==> config.mk <==
export PLATFORM = sky130hd
export DESIGN_NAME = muldiv_sequencer_flat
export DESIGN_NICKNAME = d
export VERILOG_FILES = /design/src/rtl/mips_pkg.sv /design/src/rtl/muldiv_sequencer_if.sv /design/src/rtl/muldiv_datapath.sv /design/src/rtl/muldiv_sequencer.sv /design/src/flat_wrapper.sv
export SDC_FILE = /design/constraint.sdc
export NUM_CORES = 1
export LEC_CHECK = 0
export ABC_AREA = 1
export CAP_MARGIN = 20
export CORE_MARGIN = 3
export CORE_UTILIZATION = 41
export DETAILED_ROUTE_END_ITERATION = 12
export GPL_TIMING_DRIVEN = 1
export SYNTH_ARGS = -nofsm -noshare
export SYNTH_HDL_FRONTEND = slang
export SYNTH_SLANG_ARGS = --single-unit
==> constraint.sdc <==
create_clock -name clk -period 13.3 [get_ports clk]
set_input_delay 3.325 -clock clk [delete_from_list [all_inputs] [get_ports clk]]
set_output_delay 3.325 -clock clk [all_outputs]
set_load 0.005 [all_outputs]
==> src/rtl/mips_pkg.sv <==
// Shared definitions for the multiply/divide unit of the MIPS core.
//   - MD_* : op encodings presented on the op port alongside start.
//   - md_state_t : sequencer states (IDLE, RUN, FIX).
//   - md_is_div / md_is_signed : op decode helpers.
package mips_pkg;

  localparam logic [1:0] MD_MULT  = 2'b00;
  localparam logic [1:0] MD_MULTU = 2'b01;
  localparam logic [1:0] MD_DIV   = 2'b10;
  localparam logic [1:0] MD_DIVU  = 2'b11;

  typedef enum logic [1:0] {
    IDLE = 2'd0,
    RUN  = 2'd1,
    FIX  = 2'd2
  } md_state_t;

  function automatic logic md_is_div(input logic [1:0] op);
    return (op == MD_DIV) || (op == MD_DIVU);
  endfunction

  function automatic logic md_is_signed(input logic [1:0] op);
    return (op == MD_MULT) || (op == MD_DIV);
  endfunction

endpackage

==> src/rtl/muldiv_sequencer_if.sv <==
// Bundle between the EX/ID stages and the multiply/divide unit.
//   master : pipeline side (drives start/op/a/b, mthi/mtlo strobes, flush,
//            hilo_use_id; reads hi/lo/busy/done/stall/state).
//   slave  : muldiv_sequencer.
// Issue protocol: start is a request that the unit accepts only on an edge
// where it is idle (busy=0) and flush is low; there is no separate ready,
// because stall=busy&(start|hilo_use_id|hi_we|lo_we) tells the hazard unit to
// hold any HI/LO-touching instruction until busy falls. done is a one-cycle
// pulse on the cycle HI/LO first show a completed result. state is a debug
// view of the sequencer FSM.
interface muldiv_sequencer_if #(
  parameter int WIDTH = 32
);

  logic                  start;
  logic [1:0]            op;
  logic [WIDTH-1:0]      a;
  logic [WIDTH-1:0]      b;
  logic                  hi_we;
  logic                  lo_we;
  logic [WIDTH-1:0]      wdata;
  logic                  hilo_use_id;
  logic                  flush;
  logic [WIDTH-1:0]      hi;
  logic [WIDTH-1:0]      lo;
  logic                  busy;
  logic                  done;
  logic                  stall;
  mips_pkg::md_state_t   state;

  modport master (
    output start, op, a, b, hi_we, lo_we, wdata, hilo_use_id, flush,
    input  hi, lo, busy, done, stall, state
  );

  modport slave (
    input  start, op, a, b, hi_we, lo_we, wdata, hilo_use_id, flush,
    output hi, lo, busy, done, stall, state
  );

endinterface

==> src/rtl/muldiv_datapath.sv <==
// Iterative unsigned multiply / restoring-divide engine.
//   clk, reset : core clock, async active-high reset.
//   load       : capture magnitudes, clear accumulator and counter.
//   step       : perform one iteration (one bit).
//   is_div     : selects restoring divide instead of shift-add multiply.
//   mag_a/mag_b: unsigned operand magnitudes (sampled on load).
//   acc        : 2*WIDTH result; multiply -> product,
//                divide -> {remainder, quotient}.
//   last       : the current step is the final (WIDTH-th) iteration.
module muldiv_datapath #(
  parameter int WIDTH = 32
) (
  input  logic                 clk,
  input  logic                 reset,
  input  logic                 load,
  input  logic                 step,
  input  logic                 is_div,
  input  logic [WIDTH-1:0]     mag_a,
  input  logic [WIDTH-1:0]     mag_b,
  output logic [2*WIDTH-1:0]   acc,
  output logic                 last
);

  localparam int CW = $clog2(WIDTH + 1);

  // opnd: multiplicand (mult) or divisor (div), held for the whole op.
  // shreg: multiplier consumed LSB first, or dividend consumed MSB first.
  logic [WIDTH-1:0]   opnd;
  logic [WIDTH-1:0]   shreg;
  logic [CW-1:0]      count;

  logic [WIDTH:0]     mul_sum;
  logic [2*WIDTH-1:0] mul_next;
  logic [WIDTH:0]     trial;
  logic [WIDTH:0]     diff;
  logic               ge;
  logic [WIDTH-1:0]   rem_next;
  logic [2*WIDTH-1:0] div_next;

  always_comb begin
    // Multiply: add into the upper half, then shift the whole product right
    // so the carry lands in the top bit.
    mul_sum  = {1'b0, acc[2*WIDTH-1:WIDTH]} + {1'b0, (shreg[0] ? opnd : '0)};
    mul_next = {mul_sum, acc[WIDTH-1:1]};

    // Divide: bring the next dividend bit into the partial remainder. The
    // remainder always stays below the divisor, so WIDTH bits suffice after
    // the trial subtract/restore. A zero divisor makes every trial succeed.
    trial    = {acc[2*WIDTH-1:WIDTH], shreg[WIDTH-1]};
    diff     = trial - {1'b0, opnd};
    ge       = (trial >= {1'b0, opnd});
    rem_next = ge ? diff[WIDTH-1:0] : trial[WIDTH-1:0];
    div_next = {rem_next, acc[WIDTH-2:0], ge};

    last     = (count == CW'(WIDTH - 1));
  end

  always_ff @(posedge clk or posedge reset) begin
    if (reset) begin
      opnd  <= '0;
      shreg <= '0;
      acc   <= '0;
      count <= '0;
    end else if (load) begin
      opnd  <= is_div ? mag_b : mag_a;
      shreg <= is_div ? mag_a : mag_b;
      acc   <= '0;
      count <= '0;
    end else if (step) begin
      shreg <= is_div ? {shreg[WIDTH-2:0], 1'b0} : {1'b0, shreg[WIDTH-1:1]};
      acc   <= is_div ? div_next : mul_next;
      count <= count + CW'(1);
    end
  end

endmodule

==> src/rtl/muldiv_sequencer.sv <==
// Multiply/divide unit beside the EX-stage ALU: sequencing FSM, sign
// handling, architectural HI/LO registers and the HI/LO hazard stall.
//   clk, reset : core clock, async active-high reset.
//   bus        : muldiv_sequencer_if slave (issue, mthi/mtlo, flush,
//                hilo_use_id in; hi, lo, busy, done, stall, state out).
// An accepted start runs WIDTH iterations in RUN and a sign-fix/write cycle
// in FIX, so HI/LO and done appear after the (WIDTH+1)-th edge past issue.
module muldiv_sequencer #(
  parameter int WIDTH = 32
) (
  input  logic             clk,
  input  logic             reset,
  muldiv_sequencer_if.slave bus
);

  import mips_pkg::*;

  md_state_t          state;
  md_state_t          state_next;

  logic               div_q;    // operation is a divide
  logic               neg_q;    // operand signs differ (product/quotient negate)
  logic               rsign_q;  // dividend negative (remainder sign)
  logic               dz_q;     // divide by zero seen at issue
  logic [WIDTH-1:0]   hi_q;
  logic [WIDTH-1:0]   lo_q;
  logic               done_q;

  logic               a_neg;
  logic               b_neg;
  logic [WIDTH-1:0]   mag_a;
  logic [WIDTH-1:0]   mag_b;
  logic               accept;
  logic               dp_load;
  logic               dp_step;
  logic               write_res;
  logic [2*WIDTH-1:0] acc;
  logic               last;

  logic [2*WIDTH-1:0] prod;
  logic [WIDTH-1:0]   quot;
  logic [WIDTH-1:0]   rem;
  logic [WIDTH-1:0]   res_hi;
  logic [WIDTH-1:0]   res_lo;

  // Magnitudes: the most negative value maps onto itself, which is the
  // correct unsigned magnitude.
  always_comb begin
    a_neg  = md_is_signed(bus.op) & bus.a[WIDTH-1];
    b_neg  = md_is_signed(bus.op) & bus.b[WIDTH-1];
    mag_a  = a_neg ? -bus.a : bus.a;
    mag_b  = b_neg ? -bus.b : bus.b;
    // flush squashes a same-cycle issue.
    accept = (state == IDLE) & bus.start & ~bus.flush;
  end

  muldiv_datapath #(.WIDTH(WIDTH)) u_datapath (
    .clk    (clk),
    .reset  (reset),
    .load   (dp_load),
    .step   (dp_step),
    .is_div (accept ? md_is_div(bus.op) : div_q),
    .mag_a  (mag_a),
    .mag_b  (mag_b),
    .acc    (acc),
    .last   (last)
  );

  always_ff @(posedge clk or posedge reset) begin
    if (reset) state <= IDLE;
    else       state <= state_next;
  end

  always_comb begin
    state_next = state;
    dp_load    = 1'b0;
    dp_step    = 1'b0;
    write_res  = 1'b0;
    case (state)
      IDLE: begin
        if (accept) begin
          dp_load    = 1'b1;
          state_next = RUN;
        end
      end
      RUN: begin
        if (bus.flush) begin
          state_next = IDLE;
        end else begin
          dp_step = 1'b1;
          if (last) state_next = FIX;
        end
      end
      FIX: begin
        state_next = IDLE;
        write_res  = ~bus.flush;
      end
      default: state_next = IDLE;
    endcase
  end

  // Sign correction of the unsigned engine result.
  always_comb begin
    prod = neg_q   ? -acc : acc;
    quot = neg_q   ? -acc[WIDTH-1:0] : acc[WIDTH-1:0];
    rem  = rsign_q ? -acc[2*WIDTH-1:WIDTH] : acc[2*WIDTH-1:WIDTH];
    if (div_q) begin
      // With a zero divisor the remainder path reproduces the dividend, so
      // HI=a falls out naturally; only LO needs forcing.
      res_hi = rem;
      res_lo = dz_q ? '1 : quot;
    end else begin
      res_hi = prod[2*WIDTH-1:WIDTH];
      res_lo = prod[WIDTH-1:0];
    end
  end

  always_ff @(posedge clk or posedge reset) begin
    if (reset) begin
      div_q   <= 1'b0;
      neg_q   <= 1'b0;
      rsign_q <= 1'b0;
      dz_q    <= 1'b0;
      hi_q    <= '0;
      lo_q    <= '0;
      done_q  <= 1'b0;
    end else begin
      done_q <= write_res;
      if (accept) begin
        div_q   <= md_is_div(bus.op);
        neg_q   <= a_neg ^ b_neg;
        rsign_q <= a_neg;
        dz_q    <= md_is_div(bus.op) & (bus.b == '0);
      end
      // mthi/mtlo only land while idle; while busy the stall makes the
      // pipeline re-present them.
      if (write_res) begin
        hi_q <= res_hi;
        lo_q <= res_lo;
      end else if (state == IDLE) begin
        if (bus.hi_we) hi_q <= bus.wdata;
        if (bus.lo_we) lo_q <= bus.wdata;
      end
    end
  end

  assign bus.hi    = hi_q;
  assign bus.lo    = lo_q;
  assign bus.done  = done_q;
  assign bus.busy  = (state != IDLE);
  assign bus.stall = (state != IDLE) &
                     (bus.hilo_use_id | bus.start | bus.hi_we | bus.lo_we);
  assign bus.state = state;

endmodule

==> src/flat_wrapper.sv <==
// flat-port wrapper written by rule: the top's interface ports become plain ports
module muldiv_sequencer_flat import mips_pkg::*;
#(
  parameter int WIDTH = 32
)
  (clk, reset, bus_start, bus_op, bus_a, bus_b, bus_hi_we, bus_lo_we, bus_wdata, bus_hilo_use_id, bus_flush, bus_hi, bus_lo, bus_busy, bus_done, bus_stall, bus_state);
  muldiv_sequencer_if #(.WIDTH(WIDTH)) bus_i ();
  input  logic clk;
  input  logic reset;
  input wire logic [$bits(bus_i.start)-1:0] bus_start;
  input wire logic [$bits(bus_i.op)-1:0] bus_op;
  input wire logic [$bits(bus_i.a)-1:0] bus_a;
  input wire logic [$bits(bus_i.b)-1:0] bus_b;
  input wire logic [$bits(bus_i.hi_we)-1:0] bus_hi_we;
  input wire logic [$bits(bus_i.lo_we)-1:0] bus_lo_we;
  input wire logic [$bits(bus_i.wdata)-1:0] bus_wdata;
  input wire logic [$bits(bus_i.hilo_use_id)-1:0] bus_hilo_use_id;
  input wire logic [$bits(bus_i.flush)-1:0] bus_flush;
  output wire logic [$bits(bus_i.hi)-1:0] bus_hi;
  output wire logic [$bits(bus_i.lo)-1:0] bus_lo;
  output wire logic [$bits(bus_i.busy)-1:0] bus_busy;
  output wire logic [$bits(bus_i.done)-1:0] bus_done;
  output wire logic [$bits(bus_i.stall)-1:0] bus_stall;
  output wire logic [$bits(bus_i.state)-1:0] bus_state;
  assign bus_i.start = bus_start;
  assign bus_i.op = bus_op;
  assign bus_i.a = bus_a;
  assign bus_i.b = bus_b;
  assign bus_i.hi_we = bus_hi_we;
  assign bus_i.lo_we = bus_lo_we;
  assign bus_i.wdata = bus_wdata;
  assign bus_i.hilo_use_id = bus_hilo_use_id;
  assign bus_i.flush = bus_flush;
  assign bus_hi = bus_i.hi;
  assign bus_lo = bus_i.lo;
  assign bus_busy = bus_i.busy;
  assign bus_done = bus_i.done;
  assign bus_stall = bus_i.stall;
  assign bus_state = bus_i.state;
  muldiv_sequencer #(.WIDTH(WIDTH)) u_core (.clk(clk), .reset(reset), .bus(bus_i));
endmodule
After elaboration in Yosys (flattened, before gate mapping)
Index checks and enable logic that the tools add are counted.
{"block": "classes", "add_sub_neg": 8, "n_lt_le_gt_ge": 1, "eq_ne": 7, "muxes": 36, "bitwise": 11, "reduce_logical": 13}
{"op": "32-bit two-way mux", "n": 20}
{"op": "64-bit two-way mux", "n": 4}
{"op": "32-bit negator", "n": 4}
{"op": "64-bit negator", "n": 1}
{"op": "32-bit by 32-bit adder with 33-bit output", "n": 1}
{"op": "33-bit by 32-bit greater-or-equal comparator with 1-bit output", "n": 1}
{"op": "32-bit logical NOT", "n": 1}
{"op": "32-bit subtractor", "n": 1}
{"op": "6-bit two-way mux", "n": 2}
{"op": "2-bit nonzero test", "n": 5}
{"op": "6-bit by 1-bit adder with 6-bit output (second input constant)", "n": 1}
{"op": "1-bit AND", "n": 6}
{"op": "2-bit == test (second input constant)", "n": 3}
{"op": "6-bit by 5-bit == test with 1-bit output (second input constant)", "n": 1}
{"op": "1-bit two-way mux", "n": 6}
{"op": "2-bit two-way mux", "n": 3}
{"op": "2-bit AND reduction", "n": 3}
{"op": "2-bit logical NOT", "n": 2}
{"op": "2-bit case mux with 2 select lines", "n": 1}
{"op": "3-bit by 2-bit != test with 1-bit output (second input constant)", "n": 1}
{"op": "1-bit OR", "n": 3}
{"op": "2-bit by 1-bit == test with 1-bit output (second input constant)", "n": 1}
{"op": "1-bit logical OR", "n": 2}
{"op": "2-bit by 1-bit != test with 1-bit output (second input constant)", "n": 1}
{"op": "2 further kinds", "n": 2}
{"block": "word_totals", "reg_bits": 205, "input_bits": 105, "output_inout_bits": 69, "wordCells": 88}

Logic depth before layout (Yosys ltp)
Gate-level depths: netlist of run 1.
{"block": "depth", "depth_word": 7, "depth_mapped": 20, "mapped_depth_nobuf": 18}

By module
Synthesis of run 1 repeated with hierarchy kept, for this count alone.
{"block": "hier_totals", "hier_cells": 3358, "hier_area_um2": 20015.4}
{"mod": "muldiv_datapath", "instances": 1, "cells_each": 2013, "area_per_inst_um2": 12225.5, "seq_area_each_um2": 3353.2}
{"mod": "muldiv_sequencer", "instances": 1, "cells_each": 1345, "area_per_inst_um2": 7790.0, "seq_area_each_um2": 1776.7}

Worst setup path after synthesis of run 1
Ideal clock, no wire load.
{"block": "synth_path", "path_kind": "input -> output", "start": "input bus_start", "end": "output bus_stall", "arrival_ns": 3.642, "setup_slack_ns": 6.333, "cell_stages": 2, "path_buffers": 0, "path_cell_list": "nor4_1 > a21oi_1"}
{"block": "synth_between", "elab_chain_cells": 4}
{"element": "from (decl)", "line_no": "flat_wrapper.sv:10", "source": "input wire logic [$bits(bus_i.start)-1:0] bus_start;"}
{"element": "1-bit OR (3 in series)", "line_no": "muldiv_sequencer.sv:152", "source": "(bus.hilo_use_id | bus.start | bus.hi_we | bus.lo_we);"}
{"element": "1-bit AND", "line_no": "muldiv_sequencer.sv:151", "source": "assign bus.stall = (state != IDLE) &"}
{"element": "to (decl)", "line_no": "flat_wrapper.sv:23", "source": "output wire logic [$bits(bus_i.stall)-1:0] bus_stall;"}
No other way between the ends.

Worst setup path after layout of run 1
Ends and elaborated chain as after synthesis.

==> results.tsv, run 1 <==
metric	value	unit
status	completed	
met2_usage	51.9	%
layout_min_cycle_time	7.91	ns
ant_nets	0	
slew_headroom	32.2	%
start_util	42.1	%
worst_pin_slew	1.01	ns
path_clk_slew	0.06	ns
hold_path_end	u_core.u_datapath.shreg[10]	
routed_wl	89700	um
ys_ff_latch	205	
drtIter0Drc	2741	
hpwl	71000	um
synth_edf_count	0	
grt_pass1_wl	132000	um
syn_inst	3371	
numClockSinks	205	
power.density	204	nW/um2
hold_viol	0	
die_h	226	um
required	9.97	ns
slowest_delay	0.47	ns
async_reset_ff_share	100	%
cts_made_buffers	25	
rr_endpoint	u_core.u_datapath.acc[37]	
grt_use_met3	5.51	%
area_delta_synth_final	15.4	%
diodes	0	
fin_nets	3653	
fp-row-count	79	
max_freq	0.126	GHz
antenna_found_initial	0	
syn_area_per_cell	5.89	um2
use_met1	49.9	%
end_kind	output pin	
path_cells	clkdlybuf4s50_1, nor4_1, a21oi_1, clkdlybuf4s50_1	
ys_seq_area_share	25.9	%
drive_gt1_share	3.46	%
cp_common_cell	clkdlybuf4s50_1	
worstSetupStartpointType	input port	
holdBufCountCts	0	
wl_per_cell	21.9	um
power.static_leakage	0.0117	uW
synthesis.nets	3547	
holdPathStages	2	
portBuffers	173	
drv_slew	0	
first_pass_iters	6	
ir_worst_vdd	0.121	mV
post-route-drc-count	0	
worstHoldStart	u_core.u_datapath.shreg[10]	
dp.cells	4055	
clock_latency	0.58	ns
rsz0062_at_grt	no	
die_area	51100	um2
crit_fanout	2	
fin_util	48.6	%
fin_setup_tns	0	ns
place.gp.congestion	1.01	
grt_max_degree	143	
cts_tree	yes	
r2r_start	u_core.bus.state[1]	
grt_pass1_vias	21100	
arrival	4.58	ns
synth_ff_type	dfrtp_1	
grt.overflow.total	0	
cts_max_path_buffers	3	
viasPerCell	5.68	
final_cells	4103	
drv_cap	0	
vias	23300	
cp_slowest_cell	clkdlybuf4s50_1	
post-route-period-util	59.5	%
track_usage	34.2	%
cts_resized	0	
path_class	in -> out	
cts_setup_buffers	0	
fin_skew	0.0249	ns
core-area	47100	um2
hold_class	reg -> reg	
htreeDepth	1	
reg2reg_slack	9.73	ns
ys_warn_count	0	
hold_slack	0.483	ns
pin_count	174	
power	4670	uW
cts_root_buf	clkbuf_16	
setup_viol_count_final	0	
yosys.cell_types.count	50	
synth_area	19800	um2
dieWidth	226	um
reg2reg_depth	11	
grt-busiest-layer	met2	
==> registers in the layout (all words and copies together) (netlist names) <==
signal and flops:
u_core.bus.done 1, u_core.bus.lo 32, u_core.bus.state 2, u_core.u_datapath.opnd 32, u_core.div_q 1, u_core.neg_q 1, u_core.dz_q 1, u_core.bus.hi 32
u_core.u_datapath.acc 64, u_core.u_datapath.shreg 32, u_core.u_datapath.count 6, u_core.rsign_q 1
==> kinds of logic after synthesis <==
logic type	synth area share [%]
adders and majority gates	4.55
AOI/OAI and AO/OA	14.0
and+or+nand+nor	41.0
xor gates and xnor gates	2.74
buffers and inverters	11.8
DFF	25.9
==> cell usage in the layout (no fill, tap or decap), drive strengths merged, types with 5 or more instances in the layout <==
| cell type | synthesis | final |
|---|---|---|
| a21oi | 128 | 128 |
| a31oi | 17 | 17 |
| and2 | 7 | 7 |
| buf | 43 | 18 |
| clkbuf | 69 | 36 |
| clkdlybuf4s50 | 0 | 173 |
| clkinv | 1 | 6 |
| dfrtp | 205 | 205 |
| ha | 69 | 69 |
| inv | 490 | 492 |
| nand2 | 1102 | 1102 |
| nand3 | 313 | 313 |
| nand3b | 26 | 26 |
| nand4 | 64 | 64 |
| nor2 | 367 | 367 |
| nor3 | 37 | 37 |
| nor4 | 5 | 5 |
| o211ai | 36 | 36 |
| o21ai | 232 | 232 |
| o21bai | 13 | 13 |
| o22ai | 51 | 51 |
| or2 | 9 | 9 |
| xnor2 | 20 | 20 |
| xor2 | 42 | 42 |
==> worst max path at each step <==
stage / startpoint / to / slack (ns) / cells after the start
after global routing: bus_start / bus_stall / 5.31 / 4
after CTS: bus_start / bus_stall / 5.40 / 4
final: bus_start / bus_stall / 5.39 / 4
after global placement: bus_start / bus_stall / 5.30 / 4
after detailed placement: bus_start / bus_stall / 5.40 / 4
after floorplan: reset / u_core.bus.done / 4.38 / 1
==> area by class of cell <==
type / count / area (um2)
clock buffers: 36 / 737
clock inverters: 10 / 125
fillers: 5091 / 24200
inverters: 491 / 1850
multi-input cells: 2563 / 12400
flip-flops and latches: 205 / 5130
well taps: 607 / 759
repair buffers: 191 / 1910
==> cell usage after synthesis, types with 2 or more instances <==
cell	n	area share, %
nand3b_1	26	0.98
o31ai_1	3	0.11
buf_2	29	0.73
nand2_1	1090	21
nor2_4	4	0.23
o21ai_1	3	0.076
nor2_2	9	0.28
o221ai_1	4	0.18
a21oi_1	125	3.2
buf_6	3	0.17
o211ai_1	36	1.4
dfrtp_1	205	26
a22oi_1	4	0.15
nor3_1	34	0.86
buf_4	4	0.15
nand2_4	2	0.11
and2_1	6	0.19
nand4_1	64	2.0
inv_2	11	0.21
clkbuf_1	69	1.3
inv_1	479	9.1
o41ai_1	2	0.088
a31oi_1	17	0.54
o21a_1	4	0.15
xnor2_1	20	0.88
buf_1	7	0.13
nand3_1	309	7.8
o21bai_1	13	0.49
nand3_2	4	0.20
nor4_1	5	0.16
nor2_1	354	6.7
or2_2	9	0.28
xor2_1	42	1.9
and3_1	2	0.063
o22ai_1	51	1.6
a21oi_2	2	0.088
ha_1	69	4.4
fa_1	2	0.20
nand2_2	10	0.32
o21ai_0	228	5.8
nor3_2	2	0.10
==> layer usage <==
metal  wire length (um)  up-vias
met1              39900    10800
met3               8940      171
met2              37700     1258
met4               3170        0
met5                  0        -
li1                   -    11000
==> power by group <==
part / total [uW] / switching [uW] / internal (uW)
combinational: 2840 / 1960 / 879
clock: 729 / 302 / 427
sequential: 1110 / 326 / 782
total: 4670 / 2590 / 2090
==> per-stage QoR <==
stage,setup WS [ns],instance area [um2]
3_5_place_dp,5.40,22000
4_1_cts,5.40,22800
5_1_grt,5.31,22900
3_3_place_gp,5.30,22000
6_report,5.39,22900
2_1_floorplan,4.38,19800
==> critical path, delay by kind of cell <==
family | cells | cell delay [ns]
compound gates | 1 | 0.07
buf+inv | 2 | 0.91
simple gates | 1 | 0.28
Note: power is estimated with default switching activity, not from simulation.
==> inputs of run 2 (changes only) <==
- clock period: 13.3 -> 7.7 ns (I/O delays scaled with it)
==> results.tsv, run 2 (synthesis results as in run 1) <==
metric	value	unit	change
drtIter0Drc	2712		-1.1%
cts_max_path_buffers	3		unchanged
layout_commonest_cell	nand2_1		
ir_worst_vdd	0.192	mV	+58%
fin_nets	3657		+0.11%
routed.top_layer	met4		
post-route-period-util	67.1	%	
end_kind	output pin		
track_usage	34.7	%	+0.44 points
status	completed		
pwr-share-clk	16.3	%	+0.7 points
cts_tree	yes		
internal_power	3650	uW	+75%
drv_slew	0		unchanged
die_area	51100	um2	unchanged
viasPerCell	5.72		+0.77%
grt_pass1_wl	134000	um	+1.4%
largest_reg_flops	64		unchanged
portBuffers	173		unchanged
hold_viol	0		unchanged
met1_length	39500	um	-0.84%
power.static_leakage	0.0118	uW	+0.28%
regMostFlops	u_core.u_datapath.acc		
setup_viol_count_final	0		unchanged
power.density	353	nW/um2	+73%
cts_resized	0		unchanged
most-common-layout-cells	1089 x nand2_1, 478 x inv_1, 351 x nor2_1, 309 x nand3_1, 228 x o21ai_0		
area_delta_synth_final	15.7	%	
vias	23500		+0.89%
htreeDepth	1		unchanged
worstSetupStartpointType	input port		
wl_per_cell	22.2	um	+1.4%
p_seq_share	23.7	%	about the same
numClockSinks	205		unchanged
pin_count	174		unchanged
die_h	226	um	unchanged
worst_pin_slew	1.07	ns	+0.0515 ns
p_switching	4460	uW	+72%
core-area	47100	um2	unchanged
crit_fanout	2		unchanged
cts_setup_buffers	0		unchanged
drv_cap	0		unchanged
comb_power_share	60.0	%	-0.7 points
clock_latency	0.57	ns	about the same
hold_slack	0.490	ns	+0.00640 ns
arrival	3.24	ns	-1.34 ns
fin_setup_tns	0	ns	unchanged
hold_class	reg -> reg		
start_util	42.1	%	unchanged
max_freq	0.194	GHz	
path_class	in -> out		
grt_pass1_vias	21400		+1.5%
fp-row-count	79		unchanged
hpwl	72500	um	+2.2%
cts_made_buffers	25		unchanged
post-route-drc-count	0		unchanged
rsz0062_at_grt	no		
place.gp.congestion	1.04		+2.6%
grt.overflow.total	0		unchanged
antenna_found_initial	0		unchanged
cts_root_buf	clkbuf_16		
dieWidth	226	um	unchanged
wl_met3	9090	um	+1.6%
required	5.78	ns	-4.19 ns
first_pass_iters	6		unchanged
layout_min_cycle_time	5.16	ns	
path_clk_slew	0.06	ns	about the same
fin_skew	0.0157	ns	-0.00925 ns
ant_nets	0		unchanged
routed_wl	91100	um	+1.6%
slew_headroom	28.7	%	-3.4 points
drive_gt1_share	3.69	%	+0.22 points
switching_share	55.0	%	-0.33 points
met2_length	37700	um	+0.12%
holdBufCountCts	0		unchanged
grt_max_degree	94		-34%
## run 2: cell count changes in the layout (fill, tap and decap cells not counted), sizes merged
| cell | previous run | this run |
|---|---|---|
| inv | 492 | 491 |
| clkinv | 6 | 10 |
| bufinv | 2 | 4 |
| buf | 18 | 22 |
| clkinvlp | 1 | 2 |
| diode | 0 | 1 |
| clkbuf | 36 | 30 |
## run 2: through the flow
stage / power [uW] / utilization, % / instances / setup WS (ns) / area (um2)
2_1_floorplan: 4850 / - / 3371 / 0.179 / 19800
3_3_place_gp: 6600 / 46.7 / 4060 / 2.29 / 22000
3_5_place_dp: 6610 / 46.7 / 4060 / 2.26 / 22000
4_1_cts: 7950 / 48.6 / 4106 / 2.52 / 22900
5_1_grt: 8650 / 48.7 / 4107 / 2.46 / 23000
6_report: 8100 / 48.7 / 4108 / 2.54 / 23000
## run 2: worst paths after layout
path | from | end | slack [ns] | depth (start not counted)
setup reg to reg | u_core.u_datapath.acc[58] | u_core.u_datapath.acc[41] | 3.98 | 13
hold / removal | u_core.u_datapath.shreg[10] | u_core.u_datapath.shreg[10] | 0.49 | 2
hold reg to reg | u_core.u_datapath.shreg[10] | u_core.u_datapath.shreg[10] | 0.49 | 2
max in group asynchronous | reset | u_core.u_datapath.acc[46] | 4.51 | 3
setup / recovery | bus_start | bus_stall | 2.54 | 4
min in group asynchronous | reset | u_core.bus.hi[12] | 1.80 | 2
## run 2: final cells by class
| type | instances | area, um2 |
|---|---|---|
| fillers | 5101 | 24200 |
| multi-input cells | 2563 | 12400 |
| flip-flops and latches | 205 | 5130 |
| repair buffers | 195 | 1920 |
| inverters | 491 | 1850 |
| well taps | 607 | 759 |
| clock buffers | 30 | 694 |
| clock inverters | 16 | 210 |
| diodes | 1 | 2.50 |
## run 2: critical path, stage by stage
cell and delay [ns]:
clkdlybuf4s50_1 0.44, nor4_1 0.31, a21oi_1 0.09, clkdlybuf4s50_1 0.48
## run 2: per-layer routing
metal	track usage (%)	vias up
met5	0	-
met4	15.4	0
met3	5.64	178
met2	51.1	1290
met1	49.8	11000
li1	-	11100
## run 2: power by group through the flow
stage | sequential [uW] | clock [uW] | combinational, uW
2_1_floorplan | 1610 | 0 | 3250
3_3_place_gp | 1900 | 0 | 4700
3_5_place_dp | 1900 | 0 | 4710
4_1_cts | 1880 | 1330 | 4730
5_1_grt | 1920 | 1360 | 5370
6_report | 1920 | 1320 | 4860
==> inputs of run 3 (changes only) <==
- clock period: 7.7 -> 4.78 ns (I/O delays scaled with it)
==> results.tsv, run 3 (synthesis results as in run 1) <==
metric	value	unit	change
layout_min_cycle_time	3.68	ns	
drtIter0Drc	3169		+17%
pin_count	174		unchanged
switching_share	55.4	%	+0.38 points
worstSetupStartpointType	input port		
slew_headroom	38.5	%	+9.8 points
setup_viol_count_final	0		unchanged
comb_power_share	61.1	%	+1.1 points
reg2reg_depth	13		unchanged
area_delta_synth_final	15.7	%	about the same
fin_skew	0.0274	ns	+0.0117 ns
fin_nets	3663		+0.16%
grt_pass1_wl	134000	um	about the same
p_seq_share	23.6	%	about the same
arrival	2.48	ns	-0.76 ns
post-route-period-util	76.9	%	
most-common-layout-cells	1089 x nand2_1, 478 x inv_1, 351 x nor2_1, 309 x nand3_1, 228 x o21ai_0		
p_switching	7190	uW	+61%
cts_made_buffers	25		unchanged
core-area	47100	um2	unchanged
cts_max_path_buffers	3		unchanged
end_kind	output pin		
grt_max_degree	128		+36%
layout_commonest_cell	nand2_1		
fin_setup_tns	0	ns	unchanged
path_class	in -> out		
cts_setup_buffers	0		unchanged
portBuffers	173		unchanged
rsz0062_at_grt	no		
place.gp.congestion	1.06		+1.6%
hold_viol	0		unchanged
required	3.59	ns	-2.19 ns
crit_fanout	2		unchanged
reg2reg_slack	1.32	ns	-2.66 ns
diodes	0		-1
antenna_found_initial	2		+2
wl_per_cell	22.1	um	-0.19%
drive_gt1_share	3.68	%	-0.0042 points
viasPerCell	5.72		about the same
regMostFlops	u_core.u_datapath.acc		
pre_cts_slack	0.705	ns	-1.56 ns
worstHoldStart	u_core.bus.lo[12]		
fill_cells	5072		-0.57%
power.density	565	nW/um2	+60%
pwr-share-clk	15.3	%	-1.0 points
hold_path_end	u_core.bus.lo[12]		
r2r_start	u_core.u_datapath.acc[45]		
status	completed		
grt.overflow.total	0		unchanged
internal_power	5790	uW	+59%
hold_class	reg -> reg		
ir_worst_vdd	0.291	mV	+51%
cts_root_buf	clkbuf_16		
die_h	226	um	unchanged
drv_cap	0		unchanged
path_clk_slew	0.06	ns	about the same
die_area	51100	um2	unchanged
cts_tree	yes		
worst_pin_slew	0.921	ns	-0.144 ns
holdPathStages	2		unchanged
numClockSinks	205		unchanged
ant_nets	0		unchanged
drv_slew	0		unchanged
max_freq	0.272	GHz	
dieWidth	226	um	unchanged
start_util	42.1	%	unchanged
rr_endpoint	u_core.u_datapath.acc[34]		
hpwl	72700	um	+0.28%
vias	23500		+0.12%
holdBufCountCts	0		unchanged
power.static_leakage	0.0118	uW	about the same
cts_resized	0		unchanged
track_usage	34.6	%	-0.049 points
setup_slack	1.10	ns	-1.43 ns
first_pass_iters	6		unchanged
fp-row-count	79		unchanged
post-route-drc-count	0		unchanged
clock_latency	0.57	ns	about the same
htreeDepth	1		unchanged
routed_wl	91000	um	-0.11%
largest_reg_flops	64		unchanged
grt_pass1_vias	21500		+0.52%
## run 3: critical path: stages
cell and delay [ns]:
clkdlybuf4s50_1 0.44, nor4_1 0.32, a21oi_1 0.07, clkdlybuf4s50_1 0.46
## run 3: worst max-delay path by stage
stage                    from                     endpoint  slack [ns]  cells after the start
detailed placement  bus_flush    u_core.u_datapath.acc[34]        0.71                     10
CTS                 bus_start                    bus_stall        1.07                      4
finish              bus_start                    bus_stall        1.10                      4
global placement    bus_flush    u_core.u_datapath.acc[35]        0.80                     10
floorplan               reset              u_core.bus.done        0.93                      1
global route        bus_flush  u_core.u_datapath.shreg[23]        0.93                     11
## run 3: metal layers
layer / GRT usage [%] / up-vias / routed length, um / share of wire, %
li1: - / 11100 / - / -
met1: 50.7 / 11000 / 40300 / 44
met2: 51.5 / 1273 / 38000 / 42
met3: 5.54 / 174 / 9030 / 9.9
met4: 12.3 / 4 / 3630 / 4.0
met5: 0 / - / 23 / 0.025
## run 3: per-stage QoR
stage                     total power (uW)  instances  instance area, um2  util, %  hold WS (ns)
after global placement               10700       4067               22100     46.9         0.472
after CTS                            12700       4111               23000     48.7         0.498
after global routing                 13800       4111               23000     48.7         0.525
final                                13000       4111               23000     48.7         0.497
after detailed placement             10700       4067               22100     46.9         0.473
after floorplan                       7810       3371               19800        -         0.447
## run 3: power groups by stage
stage / clock, uW / sequential [uW] / combinational (uW)
floorplan: 0 / 2590 / 5230
CTS: 1990 / 3000 / 7710
global placement: 0 / 3020 / 7660
detailed placement: 0 / 3030 / 7670
finish: 1980 / 3060 / 7930
global route: 2060 / 3060 / 8680
## run 3: layout make-up
type                    count  area (um2)  share of cell area [%]
multi-input cells        2563       12400                    54.0
flip-flops and latches    205        5130                    22.3
repair buffers            201        1990                    8.68
inverters                 491        1850                    8.05
well taps                 607         759                    3.31
clock buffers              34         709                    3.09
clock inverters            10         124                   0.540
